## config.mk

```make
export PLATFORM = sky130hd
export DESIGN_NAME = line_clear_flat
export DESIGN_NICKNAME = d
export VERILOG_FILES = /design/src/rtl/line_clear_pkg.sv /design/src/rtl/line_clear_if.sv /design/src/rtl/line_clear.sv /design/src/flat_wrapper.sv
export SDC_FILE = /design/constraint.sdc
export NUM_CORES = 1
export LEC_CHECK = 0
export BUFFER_PORTS_ARGS = -buffer_cell sky130_fd_sc_hd__buf_2
export CORE_MARGIN = 2
export CORE_UTILIZATION = 46
export CTS_CLUSTER_SIZE = 20
export DETAILED_ROUTE_END_ITERATION = 10
export PLACE_DENSITY_LB_ADDON = 0.2
export SYNTH_ARGS = -nofsm -noshare
export SYNTH_HDL_FRONTEND = slang
export SYNTH_SLANG_ARGS = --single-unit
```

## constraint.sdc

```tcl
create_clock -name clk -period 1.8 [get_ports clk]
set_clock_uncertainty 0.05 [all_clocks]
set_input_delay 0.36 -clock clk [delete_from_list [all_inputs] [get_ports clk]]
set_output_delay 0.36 -clock clk [all_outputs]
set_load 0.005 [all_outputs]
```

## src/rtl/line_clear_pkg.sv

```systemverilog
// line_clear_pkg: shared playfield geometry, the line-clear FSM state type
// and the full-row constant. The piece-lock logic and the playfield RAM
// import this package as well.
package line_clear_pkg;

  localparam int ROWS       = 16;  // playfield height, row 0 is the top
  localparam int COLS       = 10;  // playfield width, one RAM word per row
  localparam int ADDR_W     = 4;   // row address width
  localparam int SPAWN_ROWS = 2;   // rows 0..SPAWN_ROWS-1 form the spawn zone

  typedef enum logic [2:0] {
    IDLE,
    READ,
    EVAL,
    FILL,
    CHECK,
    DONE
  } lc_state_e;

  localparam logic [COLS-1:0] ROW_FULL = '1;

endpackage

```

## src/rtl/line_clear_if.sv

```systemverilog
// line_clear_if: groups the line-clear handshake, the playfield RAM port
// and the score outputs.
//   start        piece-lock request (one cycle)
//   busy/done    scan in progress / end-of-scan pulse
//   rd_*         synchronous RAM read port, rd_data one cycle after rd_en
//   wr_*         RAM write port
//   aligne       one pulse per cleared row, to the score counter
//   perdu        sticky game-over level
// master: the line_clear block. slave: lock logic, RAM and score display.
interface line_clear_if #(
  parameter int COLS   = line_clear_pkg::COLS,
  parameter int ADDR_W = line_clear_pkg::ADDR_W
);

  logic              start;
  logic              busy;
  logic              done;
  logic              rd_en;
  logic [ADDR_W-1:0] rd_addr;
  logic [COLS-1:0]   rd_data;
  logic              wr_en;
  logic [ADDR_W-1:0] wr_addr;
  logic [COLS-1:0]   wr_data;
  logic              aligne;
  logic              perdu;

  modport master (
    input  start, rd_data,
    output busy, done, rd_en, rd_addr, wr_en, wr_addr, wr_data, aligne, perdu
  );

  modport slave (
    output start, rd_data,
    input  busy, done, rd_en, rd_addr, wr_en, wr_addr, wr_data, aligne, perdu
  );

endinterface

```

## src/rtl/line_clear.sv

```systemverilog
// line_clear: after each piece lock, scans the playfield bottom-up, drops
// every full row and compacts the rows above it downward in place, then
// zero-fills the vacated top rows. Pulses aligne once per removed row and
// raises the sticky perdu level when a non-empty row lands in the spawn zone.
// Ports:
//   clk    clock
//   reset  synchronous, active-high
//   bus    line_clear_if.master (handshake, RAM port, score outputs)
//
// state | meaning
// IDLE  | waiting for start (ignored once perdu is set)
// READ  | issue RAM read of row r
// EVAL  | rd_data valid: drop a full row or copy it down to row wp
// FILL  | write zeros into the vacated top rows, one per cycle
// CHECK | fold the spill flag into perdu
// DONE  | one-cycle done pulse
module line_clear
  import line_clear_pkg::*;
#(
  parameter int ROWS_P       = ROWS,
  parameter int COLS_P       = COLS,
  parameter int ADDR_W_P     = ADDR_W,
  parameter int SPAWN_ROWS_P = SPAWN_ROWS
) (
  input logic         clk,
  input logic         reset,
  line_clear_if.master bus
);

  lc_state_e             state_q, state_d;
  logic [ADDR_W_P-1:0]   r_q, r_d;
  logic [ADDR_W_P-1:0]   wp_q, wp_d;
  logic [ADDR_W_P:0]     cleared_q, cleared_d;
  logic                  spill_q, spill_d;
  logic                  perdu_q, perdu_d;

  logic                  busy_o;
  logic                  done_o;
  logic                  rd_en_o;
  logic [ADDR_W_P-1:0]   rd_addr_o;
  logic                  wr_en_o;
  logic [ADDR_W_P-1:0]   wr_addr_o;
  logic [COLS_P-1:0]     wr_data_o;
  logic                  aligne_o;

  logic                  row_full;
  logic                  row_empty;

  assign row_full  = &bus.rd_data;
  assign row_empty = (bus.rd_data == '0);

  always_ff @(posedge clk) begin
    if (reset) begin
      state_q   <= IDLE;
      r_q       <= '0;
      wp_q      <= '0;
      cleared_q <= '0;
      spill_q   <= 1'b0;
      perdu_q   <= 1'b0;
    end else begin
      state_q   <= state_d;
      r_q       <= r_d;
      wp_q      <= wp_d;
      cleared_q <= cleared_d;
      spill_q   <= spill_d;
      perdu_q   <= perdu_d;
    end
  end

  always_comb begin
    state_d   = state_q;
    r_d       = r_q;
    wp_d      = wp_q;
    cleared_d = cleared_q;
    spill_d   = spill_q;
    perdu_d   = perdu_q;
    busy_o    = 1'b0;
    done_o    = 1'b0;
    rd_en_o   = 1'b0;
    rd_addr_o = '0;
    wr_en_o   = 1'b0;
    wr_addr_o = '0;
    wr_data_o = '0;
    aligne_o  = 1'b0;

    case (state_q)
      IDLE: begin
        if (bus.start && !perdu_q) begin
          r_d       = ADDR_W_P'(ROWS_P - 1);
          wp_d      = ADDR_W_P'(ROWS_P - 1);
          cleared_d = '0;
          spill_d   = 1'b0;
          state_d   = READ;
        end
      end

      READ: begin
        busy_o    = 1'b1;
        rd_en_o   = 1'b1;
        rd_addr_o = r_q;
        state_d   = EVAL;
      end

      EVAL: begin
        busy_o = 1'b1;
        if (row_full) begin
          aligne_o  = 1'b1;
          cleared_d = cleared_q + (ADDR_W_P+1)'(1);
        end else begin
          wr_en_o   = 1'b1;
          wr_addr_o = wp_q;
          wr_data_o = bus.rd_data;
          wp_d      = wp_q - ADDR_W_P'(1);
          // wp is the destination row, so this catches rows landing in spawn
          if (!row_empty && (wp_q < ADDR_W_P'(SPAWN_ROWS_P)))
            spill_d = 1'b1;
        end
        // r==0 ends the scan; cleared_d includes a clear of row 0 itself
        if (r_q == '0)
          state_d = (cleared_d == '0) ? CHECK : FILL;
        else begin
          r_d     = r_q - ADDR_W_P'(1);
          state_d = READ;
        end
      end

      FILL: begin
        busy_o    = 1'b1;
        wr_en_o   = 1'b1;
        wr_addr_o = wp_q;
        wp_d      = wp_q - ADDR_W_P'(1);
        if (wp_q == '0)
          state_d = CHECK;
      end

      CHECK: begin
        busy_o  = 1'b1;
        perdu_d = perdu_q | spill_q;
        state_d = DONE;
      end

      DONE: begin
        done_o  = 1'b1;
        state_d = IDLE;
      end

      default: state_d = IDLE;
    endcase
  end

  assign bus.busy    = busy_o;
  assign bus.done    = done_o;
  assign bus.rd_en   = rd_en_o;
  assign bus.rd_addr = rd_addr_o;
  assign bus.wr_en   = wr_en_o;
  assign bus.wr_addr = wr_addr_o;
  assign bus.wr_data = wr_data_o;
  assign bus.aligne  = aligne_o;
  assign bus.perdu   = perdu_q;

endmodule
```

## src/flat_wrapper.sv

```systemverilog
// flat-port wrapper written by rule: the top's interface ports become plain ports
module line_clear_flat import line_clear_pkg::*;
#(
  parameter int ROWS_P       = ROWS,
  parameter int COLS_P       = COLS,
  parameter int ADDR_W_P     = ADDR_W,
  parameter int SPAWN_ROWS_P = SPAWN_ROWS
)
  (clk, reset, bus_start, bus_rd_data, bus_busy, bus_done, bus_rd_en, bus_rd_addr, bus_wr_en, bus_wr_addr, bus_wr_data, bus_aligne, bus_perdu);
  line_clear_if bus_i ();
  input logic clk;
  input logic reset;
  input wire logic [$bits(bus_i.start)-1:0] bus_start;
  input wire logic [$bits(bus_i.rd_data)-1:0] bus_rd_data;
  output wire logic [$bits(bus_i.busy)-1:0] bus_busy;
  output wire logic [$bits(bus_i.done)-1:0] bus_done;
  output wire logic [$bits(bus_i.rd_en)-1:0] bus_rd_en;
  output wire logic [$bits(bus_i.rd_addr)-1:0] bus_rd_addr;
  output wire logic [$bits(bus_i.wr_en)-1:0] bus_wr_en;
  output wire logic [$bits(bus_i.wr_addr)-1:0] bus_wr_addr;
  output wire logic [$bits(bus_i.wr_data)-1:0] bus_wr_data;
  output wire logic [$bits(bus_i.aligne)-1:0] bus_aligne;
  output wire logic [$bits(bus_i.perdu)-1:0] bus_perdu;
  assign bus_i.start = bus_start;
  assign bus_i.rd_data = bus_rd_data;
  assign bus_busy = bus_i.busy;
  assign bus_done = bus_i.done;
  assign bus_rd_en = bus_i.rd_en;
  assign bus_rd_addr = bus_i.rd_addr;
  assign bus_wr_en = bus_i.wr_en;
  assign bus_wr_addr = bus_i.wr_addr;
  assign bus_wr_data = bus_i.wr_data;
  assign bus_aligne = bus_i.aligne;
  assign bus_perdu = bus_i.perdu;
  line_clear #(.ROWS_P(ROWS_P), .COLS_P(COLS_P), .ADDR_W_P(ADDR_W_P), .SPAWN_ROWS_P(SPAWN_ROWS_P)) u_core (.clk(clk), .reset(reset), .bus(bus_i));
endmodule
```

## Word level (Yosys, flattened, before mapping)

Index checks and enable logic that the tools add are counted.

| storage, ports and cells | value |
|---|---|
| bits in registers | 18 |
| word-level logic and storage cells | 69 |

| operators by class | value |
|---|---|
| add/subtract/negate cells | 3 |
| $lt $le $gt $ge | 1 |
| equality and inequality tests | 10 |
| muxes and demuxes | 30 |
| bitwise logic cells | 1 |
| reduce and logical (&&, ||, !) cells | 18 |

Operators by type and width:

| cell | number |
|---|---|
| 10-bit two-way mux | 2 |
| 4-bit two-way mux | 5 |
| 4-bit one-hot mux with 2 select lines | 2 |
| 5-bit two-way mux | 3 |
| 3-bit one-hot mux with 5 select lines | 1 |
| 3-bit two-way mux | 4 |
| 4-bit one-hot mux with 3 select lines | 1 |
| 10-bit logical NOT | 1 |
| 5-bit one-hot mux with 2 select lines | 1 |
| 10-bit AND reduction | 1 |
| 1-bit two-way mux | 9 |
| 4-bit logical NOT | 2 |
| 4-bit by 1-bit subtractor with 4-bit output, second input constant | 2 |
| 3-bit by 2-bit == test with 1-bit output, second input constant | 2 |
| 3-bit == test, second input constant | 2 |
| 2-bit by 1-bit inequality test with 1-bit output, second input constant | 3 |
| 3-bit AND reduction | 2 |
| 5-bit by 1-bit adder with 5-bit output, second input constant | 1 |
| 5-bit logical NOT | 1 |
| 4-bit by 2-bit < comparator with 1-bit output, second input constant | 1 |
| 2-bit inequality test, second input constant | 2 |
| 1-bit one-hot mux with 2 select lines | 2 |
| 2-bit AND reduction | 2 |
| 4-bit AND reduction | 1 |
| 8 further kinds | 10 |

## Depth between registers and ports, before layout

| depth | value |
|---|---|
| word-level depth | 7 |
| gate-level depth with buffers | 7 |
| gate-level depth less buffers | 7 |

## Worst setup path before layout

Ideal clock, no wire load.

| timing path | value |
|---|---|
| kind | input port to output port |
| from | input bus_rd_data[6] |
| to | output bus_wr_addr[1] |
| arrival time | 1.434 ns |
| data required time | 1.390 ns |
| setup slack | -0.044 ns |
| stages on the path | 6 |
| path buffers | 2 |
| cells stage by stage | nand4_1 or3_1 buf_6 o21a_1 buf_6 and2_2 |

| between the ends | value |
|---|---|
| longest elaborated chain between the ends | 3 |

RTL lines:

| what | line | RTL |
|---|---|---|
| start, declared | flat_wrapper.sv:14 | `input wire logic [$bits(bus_i.rd_data)-1:0] bus_rd_data;` |
| 10-bit AND reduction | line_clear.sv:49 | `assign row_full = &bus.rd_data;` |
| 4-bit two-way mux | line_clear.sv:106 | `if (row_full) begin` |
| 4-bit one-hot mux with 2 select lines | line_clear.sv:86 | `case (state_q)` |
| end, declared | flat_wrapper.sv:20 | `output wire logic [$bits(bus_i.wr_addr)-1:0] bus_wr_addr;` |

No other way between the ends.

## Worst setup path after layout

| timing path | value |
|---|---|
| from | input bus_rd_data[5] |
| to | output bus_wr_addr[0] |

Same word-level chain as after synthesis.

==> metrics.txt <==
RR Endpoint=u_core.cleared_q[1]; final core occ=74.22%; crit path cell chain=buf_6 -> nand4_1 -> or3_4 -> o21a_4 -> and2_4 -> buf_6; vias=roughly 1400; GRT overflow=0; worst-skew pair later-pin latency=0.29 ns; Worst VDD drop=0.7099 mV; Routed Antenna Nets=0; Reg2Reg Depth=6; max-slew violations=0; Post-synth EDFFs=0; GP Congestion=roughly 0.84; Fill cells=approximately 180; P&R area growth vs syn=51.33%; I/O Pins=37; CTS Buf Count=3; Hold Worst Slack=0.3901 ns; critical path type=input pin to output port; ys flop type=dfxtp_1; initial antenna violation count=0; Via density=5.877; CP required=1.39 ns; Syn Nets=165; DR WL/cell=15.34 microns; crit-path max FO=5; Die Y=55.63 microns; fin cells=~240; Most common cell on crit path=buf_6; Leakage=0.8720 nW; Max Fclk=0.5406 GHz; commonest non-fill, non-tap cell in the layout=buf_4; Final Hold Fails=0; core area=2500 sq um; final-report setup violation count=15; first drt pass iteration count=5; clock-pin slew on the worst setup and hold paths=0.10 ns; Final nets=232; die width=55.63 microns; setup TNS=-0.3360 ns; final critical-path required period=roughly 1.8 ns; antenna diode count=0; largest net degree at the start of global routing=17; Post-CTS Hold Fix Bufs=0; Cells after Synth=about 150; Crit. End Element=output port; Worst path max stage delay=0.40 ns; total number of yosys warnings=0; hold path endpoint=u_core.bus.perdu; flop2flop setup slack=0.09 ns; IO buf count=36; Period Utilization, post-route=102.8%; WP data arrival=1.44 ns; final WL=approximately 3700 microns; failing checks=negative setup slack; PwrDens=between 600 and 700 nW/um^2; commonest non-fill, non-tap cells in the layout=buf_4 (30), buf_2 (23), buf_6 (16); DRC=0; Starting Density=49.05%; hold depth=2; Std-Cell Rows=18; Worst Setup Start Kind=input pin; CTS tree=yes; placed cell areas=1525 sq um; H-tree depth=1; placed insts=223; dpl hpwl=2337 microns; Clock Tree Buf Depth=2; first-pass GRT wire length=6113 microns; Slew HR=74.88%; die area=between 3000 and 4000 sq um; total global-route track usage=24.38%; DRT iter0 DRCs=70; transition time of the tightest slew-check pin=0.3673 ns; post-synthesis sequential area ratio=29.39%; layout cells sized above 1=49.53%; asr flop ratio synth=0%; FF+latch count, synth=18; Final Cell Area=between 1500 and 2000 sq um; Clock Root Buffer=clkbuf_4; CTS sink count=18; Mapped Area=approximately 1200 sq um; hold crit path type=input pin to flop; unrepaired setup endpoints after global routing=true; Critical-path top delay cell=or3_4; pre-CTS WS=-0.1066 ns; Yosys cell types=52; hold_sp=reset; status=finished, violations left; fin worst setup slack=-0.04972 ns; r2r startpoint=u_core.state_q[1]; Final Power=1.272 mW; vias in the first global route=1348; Avg Cell Area, Syn=8.285 sq um; Max Cap Viol=0
## logic make-up after synthesis
kind of cell,Yosys count,share of synthesized area (%)
adder cells (fa/ha/maj),4,4.082
flip-flops,18,29.39
XOR/XNOR,5,3.571
buffers and inverters,14,5.612
AO/OA/AOI/OAI,37,22.25
AND/OR/NAND/NOR,70,35.10
## power breakdown
group	switching, mW	internal [mW]
clock	0.129	0.123
sequential	0.0607	0.443
combinational	0.240	0.276
total	0.429	0.843
## synthesized netlist by cell type, types with 2 or more instances
cell | instances | share of area (%)
ha_1 | 4 | 4.1
dfxtp_1 | 18 | 29
nand3_1 | 3 | 1.2
and2_1 | 4 | 2.0
and2_2 | 3 | 1.8
and3_1 | 9 | 4.6
and3_2 | 2 | 1.2
or4_1 | 2 | 1.2
nor2b_1 | 3 | 1.5
nand4_1 | 3 | 1.5
a211oi_1 | 4 | 2.4
a21oi_1 | 10 | 4.1
nor2_1 | 8 | 2.4
a311oi_1 | 3 | 2.1
nor2_2 | 2 | 1.0
xor2_1 | 4 | 2.9
buf_6 | 2 | 1.8
nor3b_1 | 2 | 1.2
nand2_1 | 9 | 2.8
inv_1 | 6 | 1.8
nor3_1 | 7 | 2.9
o21ai_0 | 5 | 2.0
clkbuf_1 | 5 | 1.5
a41oi_1 | 2 | 1.4
## state kept, by name, summed over array words and instances (netlist names)
name,cells
u_core.r_q,4
u_core.state_q,3
u_core.cleared_q,5
u_core.bus.perdu,1
u_core.wp_q,4
u_core.spill_q,1
## final cells by class
type	count	area [sq um]	share of cell area (%)
clock buffer	4	36.28	1.955
inverter	6	22.52	1.214
multi-input combinational	116	853.3	45.99
sequential	18	370.4	19.96
tap	30	37.54	2.023
timing repair buffer	70	535.5	28.86
## worst max-delay path: cells and delay by family
family | cells | cell delay, ns
AO/OA/AOI/OAI | 1 | 0.23
buffers and inverters | 2 | 0.18
AND/OR/NAND/NOR | 3 | 0.67
## worst max-delay path by stage
| stage | cells after the start | start | to |
|---|---|---|---|
| after detailed placement | 6 | bus_rd_data[6] | bus_wr_addr[3] |
| after global placement | 6 | bus_rd_data[6] | bus_wr_addr[2] |
| after floorplan | 6 | bus_rd_data[6] | bus_wr_addr[1] |
| after CTS | 6 | bus_rd_data[5] | bus_wr_addr[0] |
| final | 6 | bus_rd_data[5] | bus_wr_addr[0] |
| after global routing | 6 | bus_rd_data[5] | bus_wr_data[6] |
## timing repair
action | CTS | global route
gates resized for setup | 28 | 14
setup buffers | 11 | 5
cloned | 1 | 0
endpoints found under the setup margin | 20 | 23
pin swaps | 4 | 4
## routing by layer
| metal | vias to the layer above | routed length (microns) | track usage [%] |
|---|---|---|---|
| met5 | - | 0 | 0 |
| met4 | 0 | 49 | 8.362 |
| met3 | 10 | 243 | 3.721 |
| met2 | 74 | 1974 | 44.39 |
| met1 | 664 | 1475 | 28.84 |
| li1 | 686 | - | - |
Power figures use the tool's default switching activity.
